$ cat src/rtl/tlcd_bus_scheduler_if.sv
// Requester and LCD-side signal bundle for the text-LCD bus scheduler.
// Handshake: a requester raises REQn_VALID with REQn_RS/REQn_DATA and holds all three
// until it sees REQn_READY, a one-cycle pulse in the cycle after its byte was captured.
interface tlcd_bus_scheduler_if;
    logic       REQ0_VALID;
    logic       REQ0_RS;
    logic [7:0] REQ0_DATA;
    logic       REQ0_READY;
    logic       REQ1_VALID;
    logic       REQ1_RS;
    logic [7:0] REQ1_DATA;
    logic       REQ1_READY;
    logic       TLCD_E;
    logic       TLCD_RS;
    logic       TLCD_RW;
    logic [7:0] TLCD_DATA;
    logic       INIT_DONE;
    logic       BUSY;

    modport master (
        output REQ0_VALID, REQ0_RS, REQ0_DATA, REQ1_VALID, REQ1_RS, REQ1_DATA,
        input  REQ0_READY, REQ1_READY, TLCD_E, TLCD_RS, TLCD_RW, TLCD_DATA,
        input  INIT_DONE, BUSY
    );

    modport slave (
        input  REQ0_VALID, REQ0_RS, REQ0_DATA, REQ1_VALID, REQ1_RS, REQ1_DATA,
        output REQ0_READY, REQ1_READY, TLCD_E, TLCD_RS, TLCD_RW, TLCD_DATA,
        output INIT_DONE, BUSY
    );
endinterface

$ cat src/rtl/tlcd_bus_scheduler.sv
// Two-requester round-robin scheduler for an HD44780-style text LCD write bus,
// running the power-on init sequence itself and pacing strobes by command hold time.
module tlcd_bus_scheduler #(
    parameter int E_PULSE_WIDTH = 1,
    parameter int EXEC_TIME     = 40,
    parameter int CLEAR_TIME    = 1640,
    parameter int INIT_DELAY    = 15000
) (
    input  logic                 CLK,
    input  logic                 RESETN,
    tlcd_bus_scheduler_if.slave  bus,
    output logic [2:0]           dbg_state_o
);

    localparam int MAX_A = (INIT_DELAY > CLEAR_TIME) ? INIT_DELAY : CLEAR_TIME;
    localparam int MAX_T = (MAX_A > EXEC_TIME) ? MAX_A : EXEC_TIME;
    localparam int CNT_W = $clog2(MAX_T + 1);

    // Each wait leaves one cycle for the INIT_ISSUE/IDLE state that launches the next strobe,
    // so the next E rise lands exactly hold cycles after the previous one.
    localparam logic [CNT_W-1:0] PWR_LAST   = CNT_W'(INIT_DELAY - 2);
    localparam logic [CNT_W-1:0] E_LAST     = CNT_W'(E_PULSE_WIDTH - 1);
    localparam logic [CNT_W-1:0] EXEC_LAST  = CNT_W'(EXEC_TIME - 2);
    localparam logic [CNT_W-1:0] CLEAR_LAST = CNT_W'(CLEAR_TIME - 2);

    typedef enum logic [2:0] {
        POWER_WAIT = 3'd0,
        INIT_ISSUE = 3'd1,
        PULSE      = 3'd2,
        EXEC       = 3'd3,
        IDLE       = 3'd4
    } state_t;

    state_t           state_q, state_d;
    logic [CNT_W-1:0] cnt_q, cnt_d;
    logic [1:0]       idx_q, idx_d;
    logic             last_q, last_d;
    logic             e_q, e_d;
    logic             rs_q, rs_d;
    logic [7:0]       data_q, data_d;
    logic             rdy0_q, rdy0_d;
    logic             rdy1_q, rdy1_d;
    logic             done_q, done_d;
    logic             gnt1;
    logic [CNT_W-1:0] hold_last;
    logic [7:0]       init_byte;

    always_ff @(posedge CLK or posedge RESETN) begin
        if (RESETN) begin
            state_q <= POWER_WAIT;
            cnt_q   <= '0;
            idx_q   <= 2'd0;
            last_q  <= 1'b1;
            e_q     <= 1'b0;
            rs_q    <= 1'b0;
            data_q  <= 8'h00;
            rdy0_q  <= 1'b0;
            rdy1_q  <= 1'b0;
            done_q  <= 1'b0;
        end else begin
            state_q <= state_d;
            cnt_q   <= cnt_d;
            idx_q   <= idx_d;
            last_q  <= last_d;
            e_q     <= e_d;
            rs_q    <= rs_d;
            data_q  <= data_d;
            rdy0_q  <= rdy0_d;
            rdy1_q  <= rdy1_d;
            done_q  <= done_d;
        end
    end

    always_comb begin
        init_byte = 8'h38;
        case (idx_q)
            2'd0:    init_byte = 8'h38;
            2'd1:    init_byte = 8'h0C;
            2'd2:    init_byte = 8'h06;
            default: init_byte = 8'h01;
        endcase
    end

    always_comb begin
        state_d   = state_q;
        cnt_d     = cnt_q + 1'b1;
        idx_d     = idx_q;
        last_d    = last_q;
        e_d       = e_q;
        rs_d      = rs_q;
        data_d    = data_q;
        rdy0_d    = 1'b0;
        rdy1_d    = 1'b0;
        done_d    = done_q;
        gnt1      = 1'b0;
        // Hold time follows the byte currently on the bus; clear/home are the slow ones.
        hold_last = (!rs_q && (data_q == 8'h01 || data_q == 8'h02)) ? CLEAR_LAST : EXEC_LAST;

        case (state_q)
            POWER_WAIT: begin
                if (cnt_q == PWR_LAST) begin
                    state_d = INIT_ISSUE;
                    idx_d   = 2'd0;
                end
            end
            INIT_ISSUE: begin
                rs_d    = 1'b0;
                data_d  = init_byte;
                e_d     = 1'b1;
                cnt_d   = '0;
                state_d = PULSE;
            end
            PULSE: begin
                if (cnt_q == E_LAST) begin
                    e_d     = 1'b0;
                    state_d = EXEC;
                end
            end
            EXEC: begin
                if (cnt_q == hold_last) begin
                    if (!done_q && idx_q != 2'd3) begin
                        idx_d   = idx_q + 2'd1;
                        state_d = INIT_ISSUE;
                    end else begin
                        state_d = IDLE;
                    end
                end
            end
            IDLE: begin
                // INIT_DONE rises on the first IDLE edge, the same edge that may accept a request.
                done_d = 1'b1;
                cnt_d  = '0;
                if (bus.REQ0_VALID || bus.REQ1_VALID) begin
                    gnt1    = bus.REQ1_VALID && (!bus.REQ0_VALID || !last_q);
                    last_d  = gnt1;
                    rs_d    = gnt1 ? bus.REQ1_RS : bus.REQ0_RS;
                    data_d  = gnt1 ? bus.REQ1_DATA : bus.REQ0_DATA;
                    rdy0_d  = !gnt1;
                    rdy1_d  = gnt1;
                    e_d     = 1'b1;
                    state_d = PULSE;
                end
            end
            default: begin
                state_d = POWER_WAIT;
                cnt_d   = '0;
            end
        endcase
    end

    assign bus.TLCD_E     = e_q;
    assign bus.TLCD_RS    = rs_q;
    assign bus.TLCD_RW    = 1'b0;
    assign bus.TLCD_DATA  = data_q;
    assign bus.REQ0_READY = rdy0_q;
    assign bus.REQ1_READY = rdy1_q;
    assign bus.INIT_DONE  = done_q;
    assign bus.BUSY       = (state_q != IDLE);
    assign dbg_state_o    = state_q;

endmodule

$ cat src/flat_wrapper.sv
// flat-port wrapper written by rule: the top's interface ports become plain ports
module tlcd_bus_scheduler_flat 
#(
    parameter int E_PULSE_WIDTH = 1,
    parameter int EXEC_TIME     = 40,
    parameter int CLEAR_TIME    = 1640,
    parameter int INIT_DELAY    = 15000
)
  (CLK, RESETN, dbg_state_o, bus_REQ0_VALID, bus_REQ0_RS, bus_REQ0_DATA, bus_REQ1_VALID, bus_REQ1_RS, bus_REQ1_DATA, bus_REQ0_READY, bus_REQ1_READY, bus_TLCD_E, bus_TLCD_RS, bus_TLCD_RW, bus_TLCD_DATA, bus_INIT_DONE, bus_BUSY);
  tlcd_bus_scheduler_if bus_i ();
  input  logic CLK;
  input  logic RESETN;
  output logic [2:0] dbg_state_o;
  input wire logic [$bits(bus_i.REQ0_VALID)-1:0] bus_REQ0_VALID;
  input wire logic [$bits(bus_i.REQ0_RS)-1:0] bus_REQ0_RS;
  input wire logic [$bits(bus_i.REQ0_DATA)-1:0] bus_REQ0_DATA;
  input wire logic [$bits(bus_i.REQ1_VALID)-1:0] bus_REQ1_VALID;
  input wire logic [$bits(bus_i.REQ1_RS)-1:0] bus_REQ1_RS;
  input wire logic [$bits(bus_i.REQ1_DATA)-1:0] bus_REQ1_DATA;
  output wire logic [$bits(bus_i.REQ0_READY)-1:0] bus_REQ0_READY;
  output wire logic [$bits(bus_i.REQ1_READY)-1:0] bus_REQ1_READY;
  output wire logic [$bits(bus_i.TLCD_E)-1:0] bus_TLCD_E;
  output wire logic [$bits(bus_i.TLCD_RS)-1:0] bus_TLCD_RS;
  output wire logic [$bits(bus_i.TLCD_RW)-1:0] bus_TLCD_RW;
  output wire logic [$bits(bus_i.TLCD_DATA)-1:0] bus_TLCD_DATA;
  output wire logic [$bits(bus_i.INIT_DONE)-1:0] bus_INIT_DONE;
  output wire logic [$bits(bus_i.BUSY)-1:0] bus_BUSY;
  assign bus_i.REQ0_VALID = bus_REQ0_VALID;
  assign bus_i.REQ0_RS = bus_REQ0_RS;
  assign bus_i.REQ0_DATA = bus_REQ0_DATA;
  assign bus_i.REQ1_VALID = bus_REQ1_VALID;
  assign bus_i.REQ1_RS = bus_REQ1_RS;
  assign bus_i.REQ1_DATA = bus_REQ1_DATA;
  assign bus_REQ0_READY = bus_i.REQ0_READY;
  assign bus_REQ1_READY = bus_i.REQ1_READY;
  assign bus_TLCD_E = bus_i.TLCD_E;
  assign bus_TLCD_RS = bus_i.TLCD_RS;
  assign bus_TLCD_RW = bus_i.TLCD_RW;
  assign bus_TLCD_DATA = bus_i.TLCD_DATA;
  assign bus_INIT_DONE = bus_i.INIT_DONE;
  assign bus_BUSY = bus_i.BUSY;
  tlcd_bus_scheduler #(.E_PULSE_WIDTH(E_PULSE_WIDTH), .EXEC_TIME(EXEC_TIME), .CLEAR_TIME(CLEAR_TIME), .INIT_DELAY(INIT_DELAY)) u_core (.CLK(CLK), .RESETN(RESETN), .bus(bus_i), .dbg_state_o(dbg_state_o));
endmodule
$ cat config.mk
export PLATFORM = sky130hd
export DESIGN_NAME = tlcd_bus_scheduler_flat
export DESIGN_NICKNAME = d
export VERILOG_FILES = /design/src/rtl/tlcd_bus_scheduler_if.sv /design/src/rtl/tlcd_bus_scheduler.sv /design/src/flat_wrapper.sv
export SDC_FILE = /design/constraint.sdc
export NUM_CORES = 1
export LEC_CHECK = 0
export BUFFER_PORTS_ARGS = -buffer_cell sky130_fd_sc_hd__buf_2
export CORE_ASPECT_RATIO = 0.7
export CORE_MARGIN = 2
export CORE_UTILIZATION = 56
export CTS_BUF_LIST = sky130_fd_sc_hd__clkbuf_4
export CTS_CLUSTER_DIAMETER = 60
export CTS_CLUSTER_SIZE = 10
export DETAILED_ROUTE_END_ITERATION = 6
export GPL_ROUTABILITY_DRIVEN = 0
export PLACE_DENSITY = 0.88
export SLEW_MARGIN = 5
export SYNTH_ARGS = -nofsm -noshare
export SYNTH_HDL_FRONTEND = slang
export SYNTH_SLANG_ARGS = --single-unit
$ cat constraint.sdc
create_clock -name CLK -period 3.15 [get_ports CLK]
set_clock_uncertainty 0.15 [all_clocks]
set_input_delay 0.7875 -clock CLK [delete_from_list [all_inputs] [get_ports CLK]]
set_output_delay 0.7875 -clock CLK [all_outputs]
set_load 0.02 [all_outputs]
; ---- After elaboration in Yosys (flattened, before gate mapping)
; Cells that the tools add are included.
[totals]
regBits = 33
out_inout_bits = 18
word_cells = 78
[op_classes]
addsub = 2
eq_ne = 17
muxes = 26
reduce_logical = 23
[op_table]
columns = op, n
row1 = 6-bit one-hot mux with 3 select lines, 1
row2 = 8-bit 2-to-1 mux, 2
row3 = 8-bit one-hot mux with 2 select lines, 1
row4 = 3-bit 2-to-1 mux, 5
row5 = 3-bit one-hot mux with 5 select lines, 1
row6 = 14-bit by 1-bit adder with 14-bit output (second input constant), 1
row7 = 14-bit == test, 1
row8 = 14-bit == test (second input constant), 1
row9 = 14-bit logical NOT, 1
row10 = 14-bit 2-to-1 mux, 1
row11 = 11-bit 2-to-1 mux, 1
row12 = 2-bit by 1-bit != test with 1-bit output (second input constant), 5
row13 = 8-bit by 1-bit == test with 1-bit output (second input constant), 1
row14 = 8-bit by 2-bit == test with 1-bit output (second input constant), 1
row15 = 1-bit 2-to-1 mux, 8
row16 = 4-bit AND reduction, 2
row17 = 3-bit by 2-bit == test with 1-bit output (second input constant), 2
row18 = 2-bit 2-to-1 mux, 3
row19 = 1-bit logical NOT, 5
row20 = 2-bit one-hot mux with 2 select lines, 1
row21 = 2-bit AND reduction, 2
row22 = 2-bit nonzero test, 2
row23 = 3-bit by 1-bit == test with 1-bit output (second input constant), 1
row24 = 3-bit == test (second input constant), 1
row25 = other kinds (14), 18

; ---- Logic depth before layout (Yosys ltp)
; Gate-level depths: netlist of the first run.
[logic_depth]
word_depth = 7
ltp_mapped = 7
ltp_nobuf = 7

; ---- Worst setup path before layout of the first run
; Ideal clock, no wire load.
[synth_path]
path_type = reg-to-reg
start = reg u_core.data_q[7], in the netlist u_core.bus.TLCD_DATA[7]
end = reg u_core.state_q[2], in the netlist u_core.dbg_state_o[2]
setup_time_ns = 0.066
t_arrival_ns = 2.181
slack_ns = 0.753
path_stages_with_launch = 6
synth_period_minus_slack_ns = 2.397
path_cell_list = dfrtp_1 or4_4 or4_4 o32a_2 or4_1 nand2_1
[synth_via]
elab_chain_cells = 7
word_cells_on_any_way = 8
classes_between = eq/ne (4) / mux (1) / reduce/logical (3)
[synth_rtl]
columns = item, line
row1 = start: declaration, tlcd_bus_scheduler.sv:40  ; logic [7:0] data_q, data_d;
row2 = start signal: assignment, tlcd_bus_scheduler.sv:67  ; data_q <= data_d;
row3 = 8-bit by 1-bit == test with 1-bit output / 8-bit by 2-bit == test with 1-bit output (equally long branches), tlcd_bus_scheduler.sv:97  ; hold_last = (!rs_q && (data_q == 8'h01 || data_q == 8'h02)) ? CLEAR_LAST : EXEC_LAST;
row4 = 1-bit logical OR (*), tlcd_bus_scheduler.sv:97
row5 = 1-bit logical AND (*), tlcd_bus_scheduler.sv:97
row6 = 11-bit 2-to-1 mux (*), tlcd_bus_scheduler.sv:97
row7 = 14-bit == test (*), tlcd_bus_scheduler.sv:120  ; if (cnt_q == hold_last) begin
row8 = 2-bit by 1-bit != test with 1-bit output (no source line) (*), --
row9 = 4-bit AND reduction (no source line) (*), --
row10 = end signal: assignment, tlcd_bus_scheduler.sv:61  ; state_q <= state_d;
row11 = end: declaration, tlcd_bus_scheduler.sv:34  ; state_t state_q, state_d;
; Mark *: on every way between the ends. The rest lies on a longest branch, timed or not.
; A chain may end at the register's enable or synchronous reset.

; ---- Worst setup path in the final report of the first run
[layout_path]
start = reg u_core.state_q[2], in the netlist u_core.dbg_state_o[2]
end = out bus_BUSY
[layout_via]
elab_chain_cells = 1
[layout_rtl]
columns = item, line
row1 = 3-bit != test, tlcd_bus_scheduler.sv:158  ; assign bus.BUSY = (state_q != IDLE);
row2 = end: declaration, flat_wrapper.sv:27  ; output wire logic [$bits(bus_i.BUSY)-1:0] bus_BUSY;
; Every way passes these cells.

==> metrics.cfg, run 1 <==
[sta]
setup_ws_ps=460.7
whs_ps=342.8
min_period_over_period_pct=85.38
tns_ps=0
max_freq_ghz=0.3718
hold_violations=0
relSlewSlack_pct=50.15
period_minus_slack_ps=2689
worstMarginPinSlew_ps=740.0
rsz0062_at_grt=false
drv_slew=0
finalSetupViolCount=0

[routing]
ant_nets=0
vias=1639
vias_per_cell=5.833
first_pass_iters=4
drt_wl_total_um=4189
first_iter_violations=74
route.detailed.drc=0
wl_per_cell_um=14.91

[placed_design]
hpwl_um=3115
dp_cells=273
placedInstanceArea_mm2=0.002063
numPortBuffers=38
dpl_worst_slack_ps=780.2

[cts]
cts_tree=built
clk_latency_ps=350
cts_setup_buffers=0
htreeDepth=2
cts_resized=0
cts_buffers=5
cts-root-buf=clkbuf_4
clk_pin_slew_ps=110
clock-sinks=33
cts_hold_buf=0
cts_buffer_depth=2

[setup_path]
arrival_ps=1750
critical_path.slowest_cell=dfrtp_1
crit_type=register to output port
crit_family=buffers and inverters
crit_buf_inv=3
cp-end-kind=output port
max_stage_delay_ps=540
cp-start-kind=register
crit_fanout=11
cp.required_ps=2210
cp_cell_sequence=nor3b_1 -> buf_4 -> clkinv_1 -> buf_2

[global_routing]
antenna_found_initial=0
grt_pass1_wl_um=6699
grt_usage_pct=23.33
grt_start_max_net_pins=18
grt_pass1_vias=1438
overflow=0

[floorplanning]
floorplan.initialDensity_pct=59.25
core-area_mm2=0.003191
num_rows=17
io_pins=40
fp.dieH_um=52.61
dieArea_mm2=0.003864
die_x_um=73.45

[layout]
antenna_cells=0
fin_nets=271
most-common-layout-cells=buf_2, dfrtp_1, nor2_1
fin_area_mm2=0.002118
final_core_util_pct=66.39
drive_above_1_share_pct=23.05
area_growth_pct=12.04
regArea_um2=827.0
fin_cells=281
multi_input_area_um2=938.4
fill_cells=259
final_common_cell=buf_2

[yosys]
syn_area_mm2=0.001891
syn_inst=206
synth-adder-area-share_pct=4.633
synthMuxAreaShare_pct=4.831
synth_xor_area_share_pct=4.633
synth-seq-cells=33
yosys_warnings=0
syn_nets=235
synth.distinct_cells=44
async_flop_share_pct=100.0
synth_compound_area_share_pct=13.17
synth_top_family_by_area=simple AND/OR/NAND/NOR gates
synth-edff-count=0
ys.flop_type=dfrtp_1
synth-seq-area-share_pct=43.75
avgSynthCellArea_um2=9.177
synth-simple-area-share_pct=22.17

[power_and_ir_drop]
leakage_nw=1.049
p_per_area_mw_per_mm2=332.0
p_total_mw=0.7033
max-vdd-ir-drop_v=0.0001993

[outcome]
outcome=complete, no violations

[hold_path]
min_path_type=input pin to asynchronous set/reset pin

[run]
maxCapViolCount=0

-- power breakdown --
part | leakage (nW) | switching (mW) | internal, mW
clock | 0.0354 | 0.150 | 0.0936
sequential | 0.448 | 0 | 0.423
combinational | 0.566 | 0.0194 | 0.0168
-- cell families after synthesis --
family                   after synthesis
multiplexers                           9
buffers and inverters                 22
flip-flops                            33
AND/OR/NAND/NOR                       84
other                                  1
AO/OA/AOI/OAI                         40
adder cells (fa/ha/maj)                7
XOR/XNOR                              10
-- path summary, 6_finish.rpt --
kind                       cells past startpoint  slack [ps]                                 to                                 from
min in group CLK                               1         370          u_core.cnt_q[0]$_DFF_PP0_            u_core.cnt_q[0]$_DFF_PP0_
min                                            2         340        u_core.idx_q[0]$_DFFE_PP0P_                               RESETN
min reg2reg                                    1         370          u_core.cnt_q[0]$_DFF_PP0_            u_core.cnt_q[0]$_DFF_PP0_
max reg2reg                                    5         760  u_core.dbg_state_o[2]$_DFFE_PP0P_  u_core.bus.TLCD_DATA[4]$_DFFE_PP0P_
max in group asynchronous                      3        1790          u_core.last_q$_DFFE_PP1P_                               RESETN
max                                            4         460                           bus_BUSY    u_core.dbg_state_o[2]$_DFFE_PP0P_
-- layout make-up --
class | instances | area share [%]
Clock buffer | 6 | 2.126
Multi-Input combinational cell | 151 | 44.30
Sequential cell | 33 | 39.04
Timing Repair Buffer | 41 | 10.04
Inverter | 10 | 1.772
Tap cell | 38 | 2.245
Clock inverter | 2 | 0.4725
-- cell usage after synthesis, types with 2 or more instances --
cell	number	area, um2
nand4_1	4	25.02
nand3_1	7	35.03
o21ai_0	13	65.06
buf_6	2	22.52
a21oi_1	11	55.05
a21o_1	3	22.52
or2_2	2	12.51
or3_1	5	31.28
nor2_1	27	101.4
buf_4	3	22.52
dfrtp_1	32	800.8
or4_4	2	22.52
a211oi_1	2	15.01
nand2_1	16	60.06
mux2i_1	8	80.08
o31ai_1	3	22.52
nor2b_1	2	12.51
nor4_1	4	25.02
inv_1	9	33.78
ha_1	7	87.58
xnor2_1	6	52.55
clkbuf_1	5	18.77
nor3_1	9	45.04
xor2_1	4	35.03
-- registers in the layout (all words and copies together) (netlist names) --
register               flops
u_core.last_q              1
u_core.bus.TLCD_RS         1
u_core.dbg_state_o         3
u_core.bus.REQ0_READY      1
u_core.bus.INIT_DONE       1
u_core.cnt_q              14
u_core.bus.TLCD_E          1
u_core.idx_q               2
u_core.bus.TLCD_DATA       8
u_core.bus.REQ1_READY      1
-- per-layer routing --
layer | track usage [%] | vias to the layer above | share of wire (%)
met2 | 34.23 | 41 | 45
met5 | 0 | - | 0
met3 | 5.192 | 4 | 4.8
met1 | 33.61 | 801 | 50
li1 | - | 793 | -
met4 | 8.182 | 0 | 0.79
Power figures use the tool's default switching activity.
==> run 2, diff against run 1 <==
--- a/config.mk
+++ b/config.mk
@@ -14,7 +14,9 @@
 export CTS_CLUSTER_SIZE = 10
 export DETAILED_ROUTE_END_ITERATION = 6
 export GPL_ROUTABILITY_DRIVEN = 0
+export GPL_TIMING_DRIVEN = 0
 export PLACE_DENSITY = 0.88
+export REMOVE_ABC_BUFFERS = 1
 export SLEW_MARGIN = 5
 export SYNTH_ARGS = -nofsm -noshare
 export SYNTH_HDL_FRONTEND = slang
==> run 2 against run 1 <==
Against the previous run:
- core utilization is 0.31 points lower
- cell count down 1.1%
- sequential share of layout area is 0.19 points higher
- register-to-register slack got worse by 30 ps
- routed wire length decreased by 4.7%
- largest power group unchanged
==> metrics.cfg, run 2 (synthesis gave the netlist of run 1 again) <==
[outcome]
outcome=complete, no violations

[sta]
drv_slew=0  ; unchanged
finalSetupViolCount=0  ; unchanged
hold_violations=0  ; unchanged
setup_ws_ps=249.9  ; -210.8 ps
relSlewSlack_pct=52.37  ; +2.2 points
worstMarginPinSlew_ps=707.0  ; -32.95 ps
rsz0062_at_grt=false
tns_ps=0  ; unchanged
min_period_over_period_pct=92.07  ; +6.7 points
period_minus_slack_ps=2900  ; +210.8 ps
max_freq_ghz=0.3448  ; -7.3%

[global_routing]
grt_pass1_vias=1372  ; -4.6%
antenna_found_initial=0  ; unchanged
overflow=0  ; unchanged
grt_usage_pct=22.28  ; -1.0 points
grt_start_max_net_pins=34  ; +16
grt_pass1_wl_um=6292  ; -6.1%

[setup_path]
crit_buf_inv=2  ; -1
reg2reg_from=u_core.bus.TLCD_DATA[7]$_DFFE_PP0P_
crit_type=register to output port
arrival_ps=1960  ; +210 ps
reg2reg_to=u_core.dbg_state_o[2]$_DFFE_PP0P_
cp_cell_sequence=nor3b_4 -> clkinv_1 -> buf_2
r2r_cells=5  ; unchanged
rrSetupSlack_ps=730  ; -30 ps
cp-start-kind=register
cp.required_ps=2210  ; about the same
critical_path.slowest_cell=dfrtp_1
crit_fanout=11  ; unchanged
crit_family=buffers and inverters
cp-end-kind=output port
max_stage_delay_ps=530  ; about the same

[layout]
fin_nets=269  ; -0.74%
largest_register_ffs=14  ; unchanged
regArea_um2=827.0  ; unchanged
drive_above_1_share_pct=22.50  ; -0.55 points
fill_cells=285  ; +10%
final_common_cell=buf_2
most-common-layout-cells=buf_2, dfrtp_1, nor2_1
fin_cells=278  ; -1.1%
area_growth_pct=11.52
multi_input_area_um2=949.7  ; +1.2%
antenna_cells=0  ; unchanged
final_core_util_pct=66.08  ; -0.31 points
largest-register=u_core.cnt_q

[cts]
cts_setup_buffers=0  ; unchanged
cts-root-buf=clkbuf_4
clock-sinks=33  ; unchanged
clk_pin_slew_ps=90  ; -20 ps
cts_buffer_depth=2  ; unchanged
cts_tree=built
clk_latency_ps=350  ; about the same
cts_buffers=5  ; unchanged
htreeDepth=2  ; unchanged

[floorplanning]
io_pins=40  ; unchanged
die_x_um=73.45  ; unchanged
core-area_mm2=0.003191  ; unchanged
fp.dieH_um=52.61  ; unchanged
num_rows=17  ; unchanged
floorplan.initialDensity_pct=59.25  ; unchanged
dieArea_mm2=0.003864  ; unchanged

[hold_path]
whs_path_depth=1
holdPathEnd=u_core.bus.TLCD_DATA[4]$_DFFE_PP0P_
min_from=u_core.bus.TLCD_DATA[4]$_DFFE_PP0P_
min_path_type=register to register

[routing]
first_iter_violations=88  ; +19%
route.detailed.drc=0  ; unchanged
first_pass_iters=5  ; +1
drt_wl_total_um=3992  ; -4.7%
wl_per_cell_um=14.36  ; -3.7%
vias=1620  ; -1.2%
ant_nets=0  ; unchanged
vias_per_cell=5.827  ; about the same

[power_and_ir_drop]
leakage_nw=1.033  ; -1.5%
p_per_area_mw_per_mm2=326.9  ; -1.5%
max-vdd-ir-drop_v=0.0002154  ; +8.1%
p_total_mw=0.6893  ; -2.0%

[placed_design]
hpwl_um=2969  ; -4.7%
dp_cells=271  ; -0.73%
dpl_worst_slack_ps=-45.84  ; -826.1 ps
numPortBuffers=38  ; unchanged

[run]
maxCapViolCount=0  ; unchanged

-- run 2: cell count changes in the layout (fill, tap and decap cells not counted), sizes merged --
cell,previous run,this run
buf,41,39
clkinv,3,2
-- run 2: final cells by class --
class / instances / area share [%]
clock buffers: 6 / 2.137
inverters: 10 / 1.780
well taps: 38 / 2.255
clock inverters: 1 / 0.1780
repair buffers: 39 / 9.377
flip-flops and latches: 33 / 39.23
multi-input cells: 151 / 45.04
-- run 2: through the flow --
stage          hold slack (ps)  cell area, um2
5_1_grt                  390.4            2108
4_1_cts                  362.1            2102
6_report                 363.1            2108
3_5_place_dp             338.9            2048
2_1_floorplan            325.4            1803
3_3_place_gp             332.4            2041
-- run 2: timing repair --
item                       CTS  global route
resized for setup            1             1
hold buffers                 0             0
setup endpoints to repair    1             1
-- run 2: power breakdown --
group	internal, mW	switching [mW]	leakage (nW)
registers	0.423	0	0.448
logic	0.0160	0.0195	0.556
clock network	0.0895	0.141	0.0292
-- run 2: worst max-delay path by stage --
stage,startpoint,to,slack [ps],cells past startpoint
floorplan,bus_REQ1_VALID,u_core.bus.TLCD_DATA[3]$_DFFE_PP0P_,400,4
global placement,bus_REQ0_VALID,u_core.bus.TLCD_DATA[3]$_DFFE_PP0P_,-150,5
detailed placement,u_core.dbg_state_o[2]$_DFFE_PP0P_,bus_BUSY,-50,3
CTS,u_core.dbg_state_o[2]$_DFFE_PP0P_,bus_BUSY,80,3
global route,u_core.dbg_state_o[2]$_DFFE_PP0P_,bus_BUSY,100,3
finish,u_core.dbg_state_o[2]$_DFFE_PP0P_,bus_BUSY,250,3
-- run 2: layer usage --
metal  vias up  wire length (um)  track usage [%]
met1       780              1960            32.03
met5         -                 0                0
li1        785                 -                -
met4         0                73            10.91
met2        47              1730            31.25
met3         8               227            5.192
